### src/rtl/fir_stream_pkg.sv
// Shared definitions for the FIFO-to-FIR sample stream.
package fir_stream_pkg;

    // Default sample width; matches the dual-clock FIFO data width.
    localparam int DSIZE_DEF     = 16;

    // Default samples per frame; one per FIR tap.
    localparam int FRAME_LEN_DEF = 64;

    // Width of the sample-index and frame counters.
    // The FIR control block reuses this width.
    localparam int FRAME_CNT_W   = 16;

    typedef logic [DSIZE_DEF-1:0] sample_t;

endpackage

### src/rtl/fifo_rd_stream_skid2.sv
// Two-entry in-order buffer: push at tail, pop at head, occupancy 0..2.
module stream_skid2
    import fir_stream_pkg::*;
#(
    parameter int DSIZE = DSIZE_DEF
) (
    input  logic             i_clk,
    input  logic             i_rst,
    input  logic             i_push,
    input  logic [DSIZE-1:0] i_push_data,
    input  logic             i_pop,
    output logic [DSIZE-1:0] o_head,
    output logic [1:0]       o_occ
);

    logic [DSIZE-1:0] r_head;
    logic [DSIZE-1:0] r_tail;
    logic [1:0]       r_occ;
    logic             w_push;
    logic             w_pop;

    // A full buffer ignores push and an empty one ignores pop.
    // This keeps the occupancy count consistent even with a misbehaving caller.
    assign w_push = i_push & (r_occ != 2'd2);
    assign w_pop  = i_pop  & (r_occ != 2'd0);

    // Entry storage and occupancy; the head always holds the oldest sample.
    always_ff @(posedge i_clk) begin
        if (i_rst) begin
            r_head <= '0;
            r_tail <= '0;
            r_occ  <= 2'd0;
        end else begin
            if (w_pop) begin
                // Promote the tail when it exists.
                // Otherwise a simultaneous push lands directly in the head.
                if (r_occ == 2'd2) begin
                    r_head <= r_tail;
                end else if (w_push) begin
                    r_head <= i_push_data;
                end
            end else if (w_push) begin
                if (r_occ == 2'd0) begin
                    r_head <= i_push_data;
                end else begin
                    r_tail <= i_push_data;
                end
            end
            r_occ <= r_occ + {1'b0, w_push} - {1'b0, w_pop};
        end
    end

    assign o_head = r_head;
    assign o_occ  = r_occ;

endmodule

### src/rtl/fifo_rd_stream.sv
// Read-side FIFO consumer: pops show-ahead FIFO samples into a 2-entry skid
// buffer and presents them as a valid/ready stream.
// The stream carries frame tagging and a sticky mid-frame starvation flag.
module fifo_rd_stream
    import fir_stream_pkg::*;
#(
    parameter int DSIZE     = DSIZE_DEF,
    parameter int FRAME_LEN = FRAME_LEN_DEF,
    parameter int CNTW      = FRAME_CNT_W
) (
    input  logic             clk,
    input  logic             rst,
    input  logic             en,
    input  logic             clr_starve,
    input  logic [DSIZE-1:0] fifo_rdata,
    input  logic             fifo_rempty,
    output logic             fifo_rinc,
    output logic [DSIZE-1:0] m_data,
    output logic             m_valid,
    input  logic             m_ready,
    output logic             m_last,
    output logic [CNTW-1:0]  sample_idx,
    output logic [CNTW-1:0]  frame_cnt,
    output logic             starve
);

    localparam logic [CNTW-1:0] LAST_IDX = CNTW'(FRAME_LEN - 1);

    logic [1:0]      w_occ;
    logic            w_rinc;
    logic            w_valid;
    logic            w_accept;
    logic            w_last;
    logic            w_starve_set;
    logic [CNTW-1:0] r_idx;
    logic [CNTW-1:0] r_frames;
    logic            r_starve;

    // The pop decision uses only registered state (occupancy, FIFO empty).
    // Downstream ready therefore never reaches the FIFO read pointer
    // combinationally. Pops are held off while reset is asserted.
    assign w_rinc       = ~rst & en & ~fifo_rempty & (w_occ != 2'd2);
    assign w_valid      = (w_occ != 2'd0);
    assign w_accept     = w_valid & m_ready;
    assign w_last       = w_valid & (r_idx == LAST_IDX);

    // Running dry at a frame boundary is fine.
    // Only an empty buffer part-way through a frame counts as starvation.
    assign w_starve_set = en & (w_occ == 2'd0) & fifo_rempty & (r_idx != '0);

    stream_skid2 #(
        .DSIZE (DSIZE)
    ) u_skid (
        .i_clk       (clk),
        .i_rst       (rst),
        .i_push      (w_rinc),
        .i_push_data (fifo_rdata),
        .i_pop       (w_accept),
        .o_head      (m_data),
        .o_occ       (w_occ)
    );

    // Sample index within the frame and completed-frame count advance on accept.
    always_ff @(posedge clk) begin
        if (rst) begin
            r_idx    <= '0;
            r_frames <= '0;
        end else if (w_accept) begin
            if (w_last) begin
                r_idx    <= '0;
                r_frames <= r_frames + CNTW'(1);
            end else begin
                r_idx    <= r_idx + CNTW'(1);
            end
        end
    end

    // Sticky starvation flag; a new starvation event wins over a clear.
    always_ff @(posedge clk) begin
        if (rst) begin
            r_starve <= 1'b0;
        end else if (w_starve_set) begin
            r_starve <= 1'b1;
        end else if (clr_starve) begin
            r_starve <= 1'b0;
        end
    end

    assign fifo_rinc  = w_rinc;
    assign m_valid    = w_valid;
    assign m_last     = w_last;
    assign sample_idx = r_idx;
    assign frame_cnt  = r_frames;
    assign starve     = r_starve;

endmodule

### config.mk
export PLATFORM = sky130hd
export DESIGN_NAME = fifo_rd_stream
export DESIGN_NICKNAME = d
export VERILOG_FILES = /design/src/rtl/fir_stream_pkg.sv /design/src/rtl/fifo_rd_stream_skid2.sv /design/src/rtl/fifo_rd_stream.sv
export SDC_FILE = /design/constraint.sdc
export NUM_CORES = 1
export LEC_CHECK = 0
export CORE_MARGIN = 2
export CORE_UTILIZATION = 65
export CTS_BUF_LIST = sky130_fd_sc_hd__clkbuf_16
export CTS_CLUSTER_DIAMETER = 50
export DETAILED_ROUTE_END_ITERATION = 10
export DONT_BUFFER_PORTS = 1
export PLACE_DENSITY = 0.8
export SETUP_SLACK_MARGIN = 0.4
export SLEW_MARGIN = 20
export SYNTH_ARGS = -nofsm -noshare
export SYNTH_HDL_FRONTEND = slang
export SYNTH_SLANG_ARGS = --single-unit
### constraint.sdc
create_clock -name clk -period 3.6 [get_ports clk]
set_input_delay 0.72 -clock clk [delete_from_list [all_inputs] [get_ports clk]]
set_output_delay 0.72 -clock clk [all_outputs]
set_load 0.01 [all_outputs]
### Word-level counts from Yosys, hierarchy flattened

Cells that the tools add are included.

| storage, ports and cells | value |
|---|---|
| register bits | 67 |
| latch bits | 0 |
| bits in writable memories | 0 |
| memory bits (read-only) | 0 |
| input port bits | 22 |
| output and inout port bits | 52 |
| memories | 0 |

| cells by class | value |
|---|---|
| add/sub/neg operators | 4 |
| $mul | 0 |
| div/mod/pow operators | 0 |
| $lt $le $gt $ge | 0 |
| equal/unequal tests | 3 |
| shift-type cells | 0 |
| multiplexer cells | 8 |
| bitwise operators | 14 |
| reductions and logical operators | 10 |

Operators by type and width:

| cell | number |
|---|---|
| $mux 16 | 6 |
| $add 16x1->16 const B | 2 |
| $eq 16x6->1 const B | 1 |
| $reduce_bool 16->1 | 1 |
| $and 1x1->1 | 10 |
| $reduce_bool 2->1 | 5 |
| $reduce_and 3->1 | 2 |
| $not 1->1 | 4 |
| $add 2x1->2 | 1 |
| $eq 2x2->1 const B | 1 |
| $logic_not 2->1 | 1 |
| $mux 1 | 2 |
| $ne 2x2->1 const B | 1 |
| $reduce_and 2->1 | 1 |
| $sub 2x1->2 | 1 |

### Depth between registers and ports, before layout

| logic depth | value |
|---|---|
| depth in word-level cells | 8 |
| mapped depth | 9 |
| depth with buffers taken out | 8 |

### Modules after synthesis

From an unflattened synthesis, not the netlist that was laid out.

| second synthesis, totals | value |
|---|---|
| cells, all modules | 362 |
| area total of the unflattened synthesis | 3116.7 µm² |

By module, submodules not included:

| module | times used | cells an instance | area an instance (µm²) |
|---|---|---|---|
| fifo_rd_stream | 1 | 199 | 1677.9 |
| stream_skid2 | 1 | 163 | 1438.9 |

### Worst setup path after synthesis

Ideal clock, no wire load.

| path | value |
|---|---|
| path type | register to output |
| start | register r_idx[8], in the netlist sample_idx[8] |
| end | output m_last |
| arrival time | 1.890 ns |
| path slack | 0.990 ns |
| stages on the path, launching flop included | 7 |
| buffers on the path | 3 |
| cells stage by stage | dfxtp_1 or4_1 or3_1 buf_2 buf_6 clkbuf_1 nor2_1 |

| on the way | value |
|---|---|
| longest elaborated chain between the ends | 2 |

Ends and longest elaborated chain:

| element | RTL line | RTL |
|---|---|---|
| start, declared | fifo_rd_stream.sv:35 | `logic [CNTW-1:0] r_idx;` |
| start signal, assigned | fifo_rd_stream.sv:73 | `r_idx <= r_idx + CNTW'(1);` |
| $eq 16x6->1 | fifo_rd_stream.sv:45 | `assign w_last = w_valid & (r_idx == LAST_IDX);` |
| $and 1x1->1 | fifo_rd_stream.sv:45 |  |
| end, declared | fifo_rd_stream.sv:21 | `output logic m_last,` |

Every way passes these cells.

### Worst setup path in the final report

Ends and elaborated chain as after synthesis.

==> impl_results.md <==
* Status: complete, no violations
* Vias in the first global route at 2493
* Die width at 72.59 um
* Leakage power at 0.001379 uW
* IO Port Bufs at 0
* Num CTS Buffers at 9
* Final min period at around 2700 ps
* Startpoint class of the critical path: register
* Worst hold path class: in2reg
* Antenna violations before repair at 0
* Final WL at 6698 um
* Synth Register Bits at 67
* Async S/R FF share, synth at 0%
* Avg Inst Size Synth at 8.941 sq um
* Most common cell after layout, fill and taps aside: dfxtp_1
* Max-cap violations at 0
* Synth top area share at 43.86%
* Fmax at approximately 370 MHz
* R2R depth at 5
* Largest net degree at the start of global routing at 57
* Share of layout cells above drive strength 1 at around 6.8%
* GPL Wtd Cong at 0.7911
* Slew Viols, Final at 0
* Setup CP Type: reg2out
* Setup TNS at 0 ps
* Starting Density at approximately 69%
* Via count at 2497
* Antenna cells at 0
* Clock Path Buffers at 2
* First-pass GRT wire length at 10900 um
* Post-cts resize count at 0
* RSZ-0062 raised after global routing: no
* Floorplan Core Area at 0.004444 sq mm
* Slew margin rel. at 40.54%
* CTS Sinks at between 60 and 70
* Insertion delay to the later sink of the worst-skew pair at 320 ps
* Root Driver: clkbuf_16
* Std cell rows at 24
* Hold depth at 1
* Worst-Margin Slew at 891.8 ps
* First-pass iteration count of the detailed router at 4
* H-tree depth at 3
* CP required at approximately 2900 ps
* Worst-path maximum fanout at 7
* Cts hold-fix bufs at 0
* Vias/cell at 6.370
* Placed insts at 376
* Die height at 72.59 um
* Syn_nets at about 370
* Syn Inst Count at 342
* Synth warnings at 0
* Gr usage total at 26.22%
* DRT iter0 DRCs at 155
* Gr ovfl total at 0
* Area delta synth->final at 9.533%
* Postcts setup bufs at 0
* Power per Cell Area at roughly 570 mW/mm^2
* Antenna-violating nets left at 0
* Synth top area cells: dfxtp_1, mux2i_1, nor2_1
* Clock Skews at 5.200 ps
* Ys flop type: dfxtp_1
* Worst vdd ir at 0.3354 mV
* Final nets at about 360
* Register area share after synthesis at 43.86%
* I/O Pins at 74
* Mapped cell area at 0.003058 sq mm
* Setup violations, final at 0
* Die area at 0.005269 sq mm
* Yosys cell types at slightly above 40
* Worst setup EP type: output port
* Fin. Hold Viols at 0
* Critical path arrival at a little under 2000 ps
* Post-synth EDFFs at 0
* Finished Layout Cells at 392
* WL/cell at 17.09 um
* FILL cells at 322
* Most frequent cells in the layout: dfxtp_1, nor2_1, mux2i_1
* TritonCTS clock tree: done
* Sequential cell area at 0.001341 sq mm
* DR DRC count at 0
* Reg clk slew, reported paths at ~50 ps
* Area leader, netlist: dfxtp_1
* Multi-input gate area at 0.001590 sq mm
* Fin crit share at 75.11%
* Post-DP HPWL at 4484 um
-- power breakdown --
group | total, uW | switching, uW | internal [uW]
sequential | 858 | 65.7 | 792
combinational | 224 | 130 | 94.4
clock | 826 | 300 | 526
total | 1910 | 495 | 1410
-- flip-flops by register name, summed over array words and instances (netlist names) --
name and cells:
frame_cnt 16, sample_idx 16, u_skid.o_head 16, u_skid.r_tail 16, u_skid.o_occ 2, starve 1
-- critical path: stages (launching register included) --
cell	delay [ps]
dfxtp_1	380
or4_1	570
or3_1	450
nor2_1	260
-- logic make-up after synthesis --
| family | count (synthesis) | synth area share (%) |
|---|---|---|
| xor gates and xnor gates | 11 | 3.150 |
| buffers and inverters | 32 | 4.255 |
| muxes | 33 | 10.84 |
| AOI/OAI and AO/OA | 68 | 14.24 |
| adders and majority gates | 5 | 2.046 |
| and+or+nand+nor | 126 | 21.60 |
| DFF | 67 | 43.86 |
-- final cells by class --
class | count | area share, %
clock buffer | 9 | 6.724
clock inverter | 7 | 1.793
inverter | 10 | 1.121
multi-input combinational | 243 | 47.48
sequential | 67 | 40.04
tap | 52 | 1.942
timing repair buffer | 4 | 0.8965
-- per-stage QoR --
stage / hold WS, ps / power [uW] / cell area, sq um / util [%] / setup WS, ps
floorplan: 462.7 / 1052 / 3058 / - / 990.2
global placement: 473.4 / 1085 / 3064 / 68.95 / 1213
detailed placement: 486.0 / 1099 / 3064 / 68.95 / 1161
CTS: 456.8 / 1924 / 3349 / 75.37 / 877.8
global route: 461.9 / 1989 / 3349 / 75.37 / 802.0
finish: 466.0 / 1908 / 3349 / 75.37 / 895.9
-- cells in the mapped netlist, drive strengths merged, types with 3 or more instances --
| library cell | n |
|---|---|
| buf | 4 |
| a211oi | 16 |
| o21ai | 10 |
| nand4 | 7 |
| o41ai | 3 |
| inv | 10 |
| dfxtp | 67 |
| o31ai | 9 |
| nor2 | 46 |
| nand3 | 10 |
| a21oi | 24 |
| or3 | 12 |
| xor2 | 4 |
| nand2 | 16 |
| nor4 | 6 |
| mux2i | 32 |
| clkbuf | 18 |
| xnor2 | 7 |
| ha | 5 |
| or4 | 13 |
-- final timing paths --
path	start	slack, ps	to
hold reg to reg	u_skid.r_tail[6]	490	u_skid.r_tail[6]
setup reg to reg	sample_idx[8]	1140	frame_cnt[15]
hold / removal	rst	470	starve
setup / recovery	sample_idx[8]	900	m_last
-- layer usage --
layer,up-vias,part of all wire [%],GRT usage (%)
met5,-,0,0
met4,0,1.2,12.14
met3,9,6.0,7.597
met2,65,52,44.34
met1,1192,41,30.59
li1,1231,-,-
No activity file was read; power rests on OpenSTA's default activity.
